### config.mk
export PLATFORM = sky130hd
export DESIGN_NAME = if_fetch_stage
export DESIGN_NICKNAME = d
export VERILOG_FILES = /design/src/rtl/if_fetch_stage.sv
export SDC_FILE = /design/constraint.sdc
export NUM_CORES = 1
export LEC_CHECK = 0
export BUFFER_PORTS_ARGS = -buffer_cell sky130_fd_sc_hd__buf_2
export CAP_MARGIN = 20
export CORE_UTILIZATION = 59
export CTS_CLUSTER_SIZE = 8
export DETAILED_ROUTE_END_ITERATION = 8
export PLACE_DENSITY = 0.93
export SLEW_MARGIN = 20
export SYNTH_ARGS = -nofsm -noshare
export SYNTH_HDL_FRONTEND = slang
export SYNTH_SLANG_ARGS = --single-unit
### constraint.sdc
create_clock -name clk_i -period 11.2 [get_ports clk_i]
set_input_delay 1.12 -clock clk_i [delete_from_list [all_inputs] [get_ports clk_i]]
set_output_delay 1.12 -clock clk_i [all_outputs]
set_load 0.05 [all_outputs]
### src/rtl/if_fetch_stage.sv
// Instruction fetch stage: PC register, imem req/ack handshake, one-entry skid buffer, IF/ID register.
// Optional macro FETCH_BUBBLE_CNT_EN adds fetch_bubble_cnt_o, a saturating count of non-idle bubble cycles.
module if_fetch_stage #(
    parameter int                 ADDR_W   = 32,
    parameter int                 INST_W   = 32,
    parameter logic [ADDR_W-1:0]  RESET_PC = 32'h0000_0000
) (
    input  logic              clk_i,
    input  logic              rst_i,
    input  logic              start_i,
    input  logic              hold_i,
    input  logic              flush_i,
    input  logic [ADDR_W-1:0] branch_target_i,
    output logic              imem_req_o,
    output logic [ADDR_W-1:0] imem_addr_o,
    input  logic              imem_ack_i,
    input  logic [INST_W-1:0] imem_data_i,
    output logic [ADDR_W-1:0] pc_o,
    output logic [ADDR_W-1:0] if_id_pc_o,
    output logic [INST_W-1:0] if_id_inst_o,
    output logic              if_id_valid_o
`ifdef FETCH_BUBBLE_CNT_EN
    ,
    output logic [31:0]       fetch_bubble_cnt_o
`endif
);

    typedef enum logic [1:0] {
        IDLE  = 2'd0,
        FETCH = 2'd1,
        HELD  = 2'd2
    } fetchState_t;

    fetchState_t       state,         stateNext;
    logic [ADDR_W-1:0] pc,            pcNext;
    logic [ADDR_W-1:0] ifIdPc,        ifIdPcNext;
    logic [INST_W-1:0] ifIdInst,      ifIdInstNext;
    logic              ifIdValid,     ifIdValidNext;
    logic [INST_W-1:0] skidInst,      skidInstNext;
    logic [ADDR_W-1:0] skidPc,        skidPcNext;
    logic              squash,        squashNext;
    logic [ADDR_W-1:0] latchedTarget, latchedTargetNext;
    logic              imemReq;
    logic [ADDR_W-1:0] pcPlus4;

    assign pcPlus4 = pc + ADDR_W'(4);

    // NOTE: every signal this block writes gets a default first, so no path can infer a latch.
    always_comb begin
        stateNext         = state;
        pcNext            = pc;
        ifIdPcNext        = ifIdPc;
        ifIdInstNext      = ifIdInst;
        ifIdValidNext     = ifIdValid;
        skidInstNext      = skidInst;
        skidPcNext        = skidPc;
        squashNext        = squash;
        latchedTargetNext = latchedTarget;
        imemReq           = 1'b0;

        unique case (state)
            IDLE: begin
                if (start_i) stateNext = FETCH;
            end

            FETCH: begin
                imemReq = 1'b1;
                if (imem_ack_i) begin
                    if (squash) begin
                        // Response belongs to a squashed request; a newer flush overrides the saved target.
                        squashNext = 1'b0;
                        pcNext     = flush_i ? branch_target_i : latchedTarget;
                        if (flush_i || !hold_i) begin
                            ifIdInstNext  = '0;
                            ifIdValidNext = 1'b0;
                        end
                    end else if (flush_i) begin
                        pcNext        = branch_target_i;
                        ifIdInstNext  = '0;
                        ifIdValidNext = 1'b0;
                    end else if (hold_i) begin
                        skidInstNext = imem_data_i;
                        skidPcNext   = pcPlus4;
                        pcNext       = pcPlus4;
                        stateNext    = HELD;
                    end else begin
                        ifIdPcNext    = pcPlus4;
                        ifIdInstNext  = imem_data_i;
                        ifIdValidNext = 1'b1;
                        pcNext        = pcPlus4;
                    end
                end else if (flush_i) begin
                    // The in-flight request still completes on the old address; remember where to go next.
                    latchedTargetNext = branch_target_i;
                    squashNext        = 1'b1;
                    ifIdInstNext      = '0;
                    ifIdValidNext     = 1'b0;
                end else if (!hold_i) begin
                    ifIdInstNext  = '0;
                    ifIdValidNext = 1'b0;
                end
            end

            HELD: begin
                if (flush_i) begin
                    pcNext        = branch_target_i;
                    ifIdInstNext  = '0;
                    ifIdValidNext = 1'b0;
                    stateNext     = FETCH;
                end else if (!hold_i) begin
                    ifIdPcNext    = skidPc;
                    ifIdInstNext  = skidInst;
                    ifIdValidNext = 1'b1;
                    stateNext     = FETCH;
                end
            end

            default: stateNext = IDLE;
        endcase
    end

    // NOTE: sequential state uses non-blocking assignments so every register samples pre-edge values.
    always_ff @(posedge clk_i or posedge rst_i) begin
        if (rst_i) begin
            state         <= IDLE;
            pc            <= RESET_PC;
            ifIdPc        <= '0;
            ifIdInst      <= '0;
            ifIdValid     <= 1'b0;
            skidInst      <= '0;
            skidPc        <= '0;
            squash        <= 1'b0;
            latchedTarget <= '0;
        end else begin
            state         <= stateNext;
            pc            <= pcNext;
            ifIdPc        <= ifIdPcNext;
            ifIdInst      <= ifIdInstNext;
            ifIdValid     <= ifIdValidNext;
            skidInst      <= skidInstNext;
            skidPc        <= skidPcNext;
            squash        <= squashNext;
            latchedTarget <= latchedTargetNext;
        end
    end

`ifdef FETCH_BUBBLE_CNT_EN
    logic [31:0] bubbleCnt;

    always_ff @(posedge clk_i or posedge rst_i) begin
        if (rst_i) begin
            bubbleCnt <= '0;
        end else if (state != IDLE && !ifIdValid && bubbleCnt != 32'hFFFF_FFFF) begin
            bubbleCnt <= bubbleCnt + 32'd1;
        end
    end

    assign fetch_bubble_cnt_o = bubbleCnt;
`endif

    assign imem_req_o    = imemReq;
    assign imem_addr_o   = pc;
    assign pc_o          = pc;
    assign if_id_pc_o    = ifIdPc;
    assign if_id_inst_o  = ifIdInst;
    assign if_id_valid_o = ifIdValid;

endmodule

-- After elaboration in Yosys (flattened, before gate mapping)
Index checks and enable logic that the tools add are counted.
- register bits: 196
- latch bits: 0
- memory bits (writable): 0
- memory bits (read-only): 0
- bits of input ports: 70
- memories kept: 0
- $add $sub $neg: 1
- multipliers: 0
- divide/modulo/power cells: 0
- $lt $le $gt $ge: 0
- eq/ne operators: 15
- shift-type cells: 0
- multiplexer cells: 42
- bitwise operators: 3
- reduce and logical (&&, ||, !) cells: 13
- operators with widths (kind ; count):
    $mux W32 ; 20
    $pmux W32 S2 ; 3
    $add A32 B3 Y32 const B ; 1
    $ne A2 B2 Y1 const B ; 9
    $mux W2 ; 7
    $ne A4 B4 Y1 const B ; 3
    $mux W1 ; 10
    $reduce_and A5 Y1 ; 2
    $reduce_and A7 Y1 ; 1
    $pmux W2 S3 ; 1
    $reduce_and A3 Y1 ; 2
    $reduce_and A6 Y1 ; 1
    $reduce_and A2 Y1 ; 2
    $reduce_bool A2 Y1 ; 2
    $ne A3 B3 Y1 const B ; 1
    $not A1 Y1 ; 3
    $eq A2 B1 Y1 const B ; 1
    $eq A2 B2 Y1 const B ; 1
    $logic_not A2 Y1 ; 1
    $pmux W1 S2 ; 1
    $logic_not A1 Y1 ; 1
    $logic_or A1 B1 Y1 ; 1

-- Depth between registers and ports, before layout
Gate-level depths: netlist of run 1.
- word-level depth: 6
- depth in mapped cells: 9
- depth with buffers taken out: 7

-- Least setup slack after synthesis of run 1
OpenSTA, ideal clock, no wires.
- kind: input port to flip-flop
- start: in flush_i
- end: reg skidInst[0]
- arrival time: 2.916 ns
- setup slack: 8.159 ns
- stages: 6
- path buffers: 2
- cells stage by stage: clkbuf_1 > nor2b_1 > nand2_1 > nor3_1 > clkbuf_1 > mux2_2
- longest elaborated chain between the ends: 2
- RTL lines (element ; line ; RTL):
    start, declared ; 12 ; input logic flush_i,
    $not A1 Y1 (no line) ; n/a ;
    $reduce_and A5 Y1 (no line) ; n/a ;
    end signal, assigned ; 140 ; skidInst <= skidInstNext;
    end, declared ; 39 ; logic [INST_W-1:0] skidInst, skidInstNext;
No other way between the ends.
A chain may end at the register's enable or synchronous reset.

-- Final worst setup path of run 1
- start: reg pc[2] (netlist: imem_addr_o[2])
- end: reg ifIdPc[30] (netlist: if_id_pc_o[30])
- longest elaborated chain between the ends: 6
- RTL lines (element ; line ; RTL):
    start, declared ; 35 ; logic [ADDR_W-1:0] pc, pcNext;
    start signal, assigned ; 136 ; pc <= pcNext;
    $add A32 B3 Y32 ; 46 ; assign pcPlus4 = pc + ADDR_W'(4);
    $mux W32 ; 81 ; end else if (hold_i) begin
    $mux W32 ; 77 ; end else if (flush_i) begin
    $mux W32 ; 69 ; if (squash) begin
    $mux W32 ; 68 ; if (imem_ack_i) begin
    $pmux W32 S2 ; 61 ; unique case (state)
    end signal, assigned ; 137 ; ifIdPc <= ifIdPcNext;
    end, declared ; 36 ; logic [ADDR_W-1:0] ifIdPc, ifIdPcNext;
No other way between the ends. The select of a mux whose other input is x is not followed.

==> results.md, run 1 <==
- Clk_lat worst skew: 0.43 ns
- Placed cell area: between 10000 and 15000 sq um
- Clock sinks: 196
- Main combinational cell family by area after synthesis: compound AO/OA/AOI/OAI gates
- RSZ-0062 raised after global routing: no
- Die span in x: 129 um
- Main synth FF type: dfrtp_1
- Fill cell count: 1121
- Status: completed
- Core area: ~16000 sq um
- Post-route cell area: 11000 sq um
- Layout cells sized above 1: 0.308
- Final period util: 0.269
- Die area: 16600 sq um
- Sequential share of the synthesized area: 0.516
- CTS tree: built
- Syn Std Cell Area: about 9500 sq um
- # resized after CTS: 0
- Root buffer selected by CTS: clkbuf_16
- Synth Area in Compound Gates: 0.159
- Total gr overflow: 0
- Routability cong.: 0.893
- Startpoint types: flop
- First drt pass iteration count: 5
- CTS Hold Bufs: 0
- Syn Nets: 1008
- Post-CTS Setup Bufs: 0
- Clock Pin Slew Worst Setup and Hold Paths: 0.07 ns
- Global routing usage on met2: 0.458
- WP data arrival: 3.29 ns
- DRT antenna net count: 0
- Per-cell routed wire length: between 15 and 20 um
- Routed via count: a little under 8000
- Buffers on Ports: 199
- Crit end category: flop
- First-pass GRT wire length: about 38000 um
- Num CTS Buffers: 17
- Async SR Flop Fraction: 1.00
- Drt total wl: approximately 24000 um
- Synth Warn #: 0
- 1st-iter DRT viols: roughly 630
- Fin crit period: 3.02 ns
- Setup Viol. Count Final: 0
- CTS Buffer Depth: 2
- Area Overhead vs Synth: 16.0%
- Worst Tran Pin Value: 0.925 ns
- Io pins: 200
- Reported max-cap violation count: 0
- Critical path required time: between 10 and 15 ns
- Final Hold Fails: 0
- Met3 Usage GRT: 0.0761
- Mux contribution to synthesized area: 0.0992
- Final Max Slew Viols: 0
- NumNets Final: 1139
- Post-synthesis simple-gate area fraction: 0.132
- Slew headroom: 0.384
- GR peak layer: met2
- Post-synth EDFFs: 0
- DR DRC count: 0
- DPL Wire Length: 16200 um
- Initial antenna violation count: 3
- Cell variety after synth: 57
- Post-Route Setup TNS: 0 ns
- Synth Area in XOR/XNOR: 0.0258
- DR vias/cell: 6.10
- Peak Freq: 332 MHz
- Critical path class: reg -> reg
- Clk_skew: 0.00811 ns
- Row cnt: 46
- Adder-Cell Fraction of Synth Area: 0.00658
- CP Max Fanout: 10
- Tot GR Track Use: 0.296
- Vias in the first global route: 7335
- Largest net degree at the start of global routing: 125
- H-Tree Depth: 4
- Cell count after synthesis: 933
- Avg Inst Size Synth: 10.2 sq um
- Starting density of the core: 0.600
- Flops & latches, synth: around 200
- Met1 Usage GRT: 0.398
- Die Y: 129 um
- Hold crit path type: reg -> reg
-- path summary, 6_finish.rpt --
kind / end / from / cells after the start / slack [ns]
min in group asynchronous: if_id_inst_o[25] / rst_i / 2 / 0.87
setup reg to reg: if_id_pc_o[30] / imem_addr_o[2] / 6 / 8.18
hold reg to reg: if_id_inst_o[25] / if_id_inst_o[25] / 2 / 0.47
max in group asynchronous: if_id_pc_o[4] / rst_i / 3 / 8.88
hold / removal: if_id_inst_o[25] / if_id_inst_o[25] / 2 / 0.47
setup / recovery: if_id_pc_o[30] / imem_addr_o[2] / 6 / 8.18
-- cell families (layout without fill, tap and decap cells) --
logic type / Yosys count / in the layout
compound gates: 240 / 240
xor+xnor: 28 / 28
fa+ha+maj: 5 / 5
buf+inv: 113 / 257
flops: 196 / 196
mux: 85 / 85
other cells: 0 / 2
simple gates: 266 / 266
-- synthesized netlist by cell type, types with 4 or more instances --
| cell type | number | area share |
|---|---|---|
| mux2i_1 | 12 | 0.013 |
| and3_1 | 23 | 0.015 |
| inv_1 | 14 | 0.0055 |
| o31ai_1 | 4 | 0.0032 |
| a211oi_1 | 4 | 0.0032 |
| nand2b_1 | 4 | 0.0026 |
| nand2_1 | 114 | 0.045 |
| clkbuf_1 | 53 | 0.021 |
| nor3_1 | 8 | 0.0042 |
| a221oi_1 | 7 | 0.0065 |
| xor2_1 | 9 | 0.0083 |
| a22oi_1 | 31 | 0.024 |
| nand3_1 | 19 | 0.010 |
| and2_1 | 4 | 0.0026 |
| buf_1 | 5 | 0.0020 |
| mux2_2 | 73 | 0.087 |
| dfrtp_1 | 196 | 0.52 |
| or3_1 | 5 | 0.0033 |
| buf_4 | 34 | 0.027 |
| o21ai_0 | 78 | 0.041 |
| o22ai_1 | 5 | 0.0033 |
| nor2_1 | 52 | 0.021 |
| a21oi_1 | 61 | 0.032 |
| xnor2_1 | 19 | 0.018 |
| nand4_1 | 9 | 0.0059 |
| ha_1 | 5 | 0.0066 |
| o2bb2ai_1 | 7 | 0.0065 |
| nor4_1 | 8 | 0.0053 |
| and4_1 | 4 | 0.0037 |
| o221ai_1 | 21 | 0.019 |
-- metal layers --
metal / wire length [um] / share of wire
met1: 9720 / 0.41
met4: 645 / 0.027
met3: 2260 / 0.095
met2: 11100 / 0.47
met5: 13 / 0.00055
-- per-stage QoR --
stage / setup slack, ns / cells / hold slack, ns / util
detailed placement: 8.06 / 1261 / 0.465 / 0.655
finish: 8.18 / 1295 / 0.475 / 0.696
CTS: 8.02 / 1293 / 0.481 / 0.695
global placement: 8.16 / 1260 / 0.456 / 0.655
global route: 8.04 / 1293 / 0.505 / 0.696
floorplan: 4.74 / 933 / 0.470 / -
-- cell type report --
cell class | count | area, sq um | area share
Sequential cell | 196 | 4900 | 0.445
Multi-Input combinational cell | 624 | 4060 | 0.368
Antenna cell | 2 | 5.00 | 0.000454
Timing Repair Buffer | 210 | 1090 | 0.0985
Clock inverter | 14 | 191 | 0.0174
Clock buffer | 18 | 439 | 0.0399
Tap cell | 216 | 270 | 0.0245
Inverter | 15 | 63.8 | 0.00579
-- critical path: stages (launching register included) --
cell and delay (ns):
dfrtp_1 0.56, ha_1 0.34, nand4_1 0.32, nor3_1 0.69, nand4_1 0.34, xnor2_1 0.44, o221ai_1 0.17
-- cells in the final DEF, fill, tap and decap left out, types with 8 or more instances in the layout --
| cell type | n |
|---|---|
| mux2i_1 | 12 |
| nand4_1 | 9 |
| dfrtp_1 | 196 |
| xnor2_1 | 19 |
| clkbuf_16 | 17 |
| a21oi_1 | 61 |
| nor4_1 | 8 |
| a22oi_1 | 31 |
| o221ai_1 | 20 |
| inv_1 | 13 |
| buf_2 | 199 |
| and3_1 | 23 |
| mux2_2 | 73 |
| xor2_1 | 9 |
| buf_4 | 10 |
| nand2_1 | 114 |
| o21ai_0 | 78 |
| nor2_1 | 50 |
| nand3_1 | 19 |
-- sequential cells by signal, summed over array words and instances, names as in the netlist --
register and count:
if_id_inst_o 32, if_id_pc_o 32, imem_addr_o 32, latchedTarget 32, skidInst 32, skidPc 32, state 2, if_id_valid_o 1
squash 1
Power of run 1 is not shown: default switching activity piles up to over one toggle a cycle in this logic, so the estimate is an artifact.
==> run 2, diff against run 1 <==
CORE_UTILIZATION = 50   (was 59)
PLACE_DENSITY = 0.85   (was 0.93)
clock period = 2.7 ns   (was 11.2 ns; I/O delays follow)
==> results.md, run 2 (same netlist as run 1, synthesis figures left out) <==
- Status: completed
- CP bufs+invs: 0 (unchanged)
- PD cells: 1490 nW/um^2
- Critical path class: reg -> reg
- Reg2Reg Depth: 5 (-1)
- Core area: 18600 sq um (+18%)
- Clk_skew: 0.0135 ns (+0.00542 ns)
- Die Y: 140 um (+8.5%)
- Critical-path top delay cell: nor4_1
- Slew headroom: 0.406 (+0.0219)
- Buffers on Ports: 199 (unchanged)
- Peak Freq: 400 MHz (+21%)
- H-Tree Depth: 4 (unchanged)
- Initial antenna violation count: 3 (unchanged)
- CP Max Fanout: 9 (-1)
- Largest net degree at the start of global routing: 65 (-48%)
- Layout cells sized above 1: 0.318 (+0.00954)
- Critical R2R Capture: if_id_pc_o[25]
- Placed cell count: 1296 (+2.8%)
- Post-Route Setup TNS: 0 ns (unchanged)
- 1st-iter DRT viols: 673 (+7.2%)
- Critical path required time: 2.99 ns (-8.49 ns)
- Tot GR Track Use: 0.255 (-0.0408)
- DPL Wire Length: 17000 um (+5.1%)
- Final Max Slew Viols: 0 (unchanged)
- RSZ-0062 raised after global routing: no
- WP data arrival: 2.80 ns (-0.49 ns)
- Fin crit period: 2.50 ns (-0.514 ns)
- Slowest stage delay, CP: 0.81 ns (+0.12 ns)
- Root buffer selected by CTS: clkbuf_16
- Final period util: 0.926 (+0.657)
- Static leakage: 5.18 nW
- CTS tree: built
- Clock sinks: 196 (unchanged)
- DR vias/cell: 5.84 (-4.3%)
- Critical path cell sequence: nand3_2 > or3_1 > nor4_1 > xnor2_1 > o221ai_1
- Hold crit path type: in -> reg
- Per-cell routed wire length: 18.4 um (+0.45%)
- Clock Pin Slew Worst Setup and Hold Paths: 0.07 ns (about the same)
- Drt total wl: 24500 um (+3.2%)
- Row cnt: 50 (+8.7%)
- CTS Buffer Depth: 2 (unchanged)
- Setup Viol. Count Final: 0 (unchanged)
- Die area: 19600 sq um (+18%)
- Io pins: 200 (unchanged)
- Reported max-cap violation count: 0 (unchanged)
- Total gr overflow: 0 (unchanged)
- Cell class contributing the biggest share of worst-path delay: simple AND/OR/NAND/NOR gates
- Most frequent cells in the layout: 199 x buf_2, 196 x dfrtp_1, 114 x nand2_1
- DRT antenna net count: 0 (unchanged)
- First drt pass iteration count: 7 (+2)
- DR DRC count: 0 (unchanged)
- Routability cong.: 0.904 (+1.2%)
- First-pass GRT wire length: 39000 um (+3.3%)
- Final Hold Fails: 0 (unchanged)
- Hold_sp: imem_ack_i
- Worst Hold Path Cells: 2 (unchanged)
- Clk_lat worst skew: 0.44 ns (about the same)
- Vias in the first global route: 7343 (+0.11%)
- Worst Tran Pin Value: 0.883 ns (-0.0411 ns)
- Post-CTS Setup Bufs: 0 (unchanged)
- Post-route insts no fill: 1331 (+2.8%)
- R2r setup slk: 0.20 ns (-7.99 ns)
- Worst Hold End: squash
- Starting density of the core: 0.510 (-0.0907)
- Routed via count: 7773 (-1.7%)
- Startpoint types: flop
- NumNets Final: 1157 (+1.6%)
- Worst r2r src: imem_addr_o[4]
- Area Overhead vs Synth: 18.3%
- Commonest non-fill, non-tap cell in the layout: buf_2
- VDD IR max: 1.00 mV
- Num CTS Buffers: 17 (unchanged)
- Crit end category: flop
- Die span in x: 140 um (+8.5%)
-- run 2: repair_timing --
item	4_1_cts	5_1_grt
hold endpoints to repair	20	0
resized for setup	0	0
hold buffers	1	0
-- run 2: layout make-up --
| class | instances | area (sq um) |
|---|---|---|
| Sequential cell | 196 | 4900 |
| Tap cell | 234 | 293 |
| Fill cell | 1528 | 7410 |
| Timing Repair Buffer | 228 | 1320 |
| Multi-Input combinational cell | 624 | 4050 |
| Clock inverter | 13 | 165 |
| Antenna cell | 2 | 5.00 |
| Inverter | 15 | 60.1 |
| Clock buffer | 19 | 443 |
-- run 2: worst register-to-register path, stage by stage (launching register included) --
cell	delay (ns)
dfrtp_1	0.51
nand3_2	0.18
or3_1	0.50
nor4_1	0.81
xnor2_1	0.23
o221ai_1	0.13
-- run 2: how the worst max path moves through the flow --
| stage | cells past startpoint | end | start |
|---|---|---|---|
| after floorplan | 1 | if_id_inst_o[0] | rst_i |
| after global placement | 5 | imem_addr_o[29] | imem_addr_o[4] |
| after detailed placement | 6 | if_id_pc_o[28] | state[1] |
| after CTS | 6 | if_id_pc_o[31] | state[1] |
| after global routing | 6 | if_id_pc_o[31] | state[1] |
| final | 5 | if_id_pc_o[25] | imem_addr_o[4] |
-- run 2: through the flow --
step           cell area (sq um)  hold WS [ns]  setup slack (ns)  power, W  utilization
6_report                   11200        0.0635             0.199    0.0167        0.603
5_1_grt                    11200        0.0669             0.120    0.0176        0.603
4_1_cts                    11200        0.0471             0.248    0.0167        0.602
3_5_place_dp               10600         0.386             0.286    0.0140        0.569
3_3_place_gp               10600         0.382             0.388    0.0137        0.569
2_1_floorplan               9510         0.360            -0.102    0.0121            -
-- run 2: routing by layer --
| metal | track usage | share of wire |
|---|---|---|
| met1 | 0.341 | 0.42 |
| met2 | 0.396 | 0.47 |
| met3 | 0.0733 | 0.096 |
| met4 | 0.0879 | 0.022 |
| met5 | 0 | 0.00053 |
-- run 2: where the power goes --
part           leakage, nW  total (W)  internal (W)  switching (W)
logic                 2.44    0.00857       0.00247        0.00609
clock network        0.293    0.00263       0.00143        0.00121
registers             2.45    0.00550       0.00436        0.00114
No activity file was read; power rests on OpenSTA's default activity.
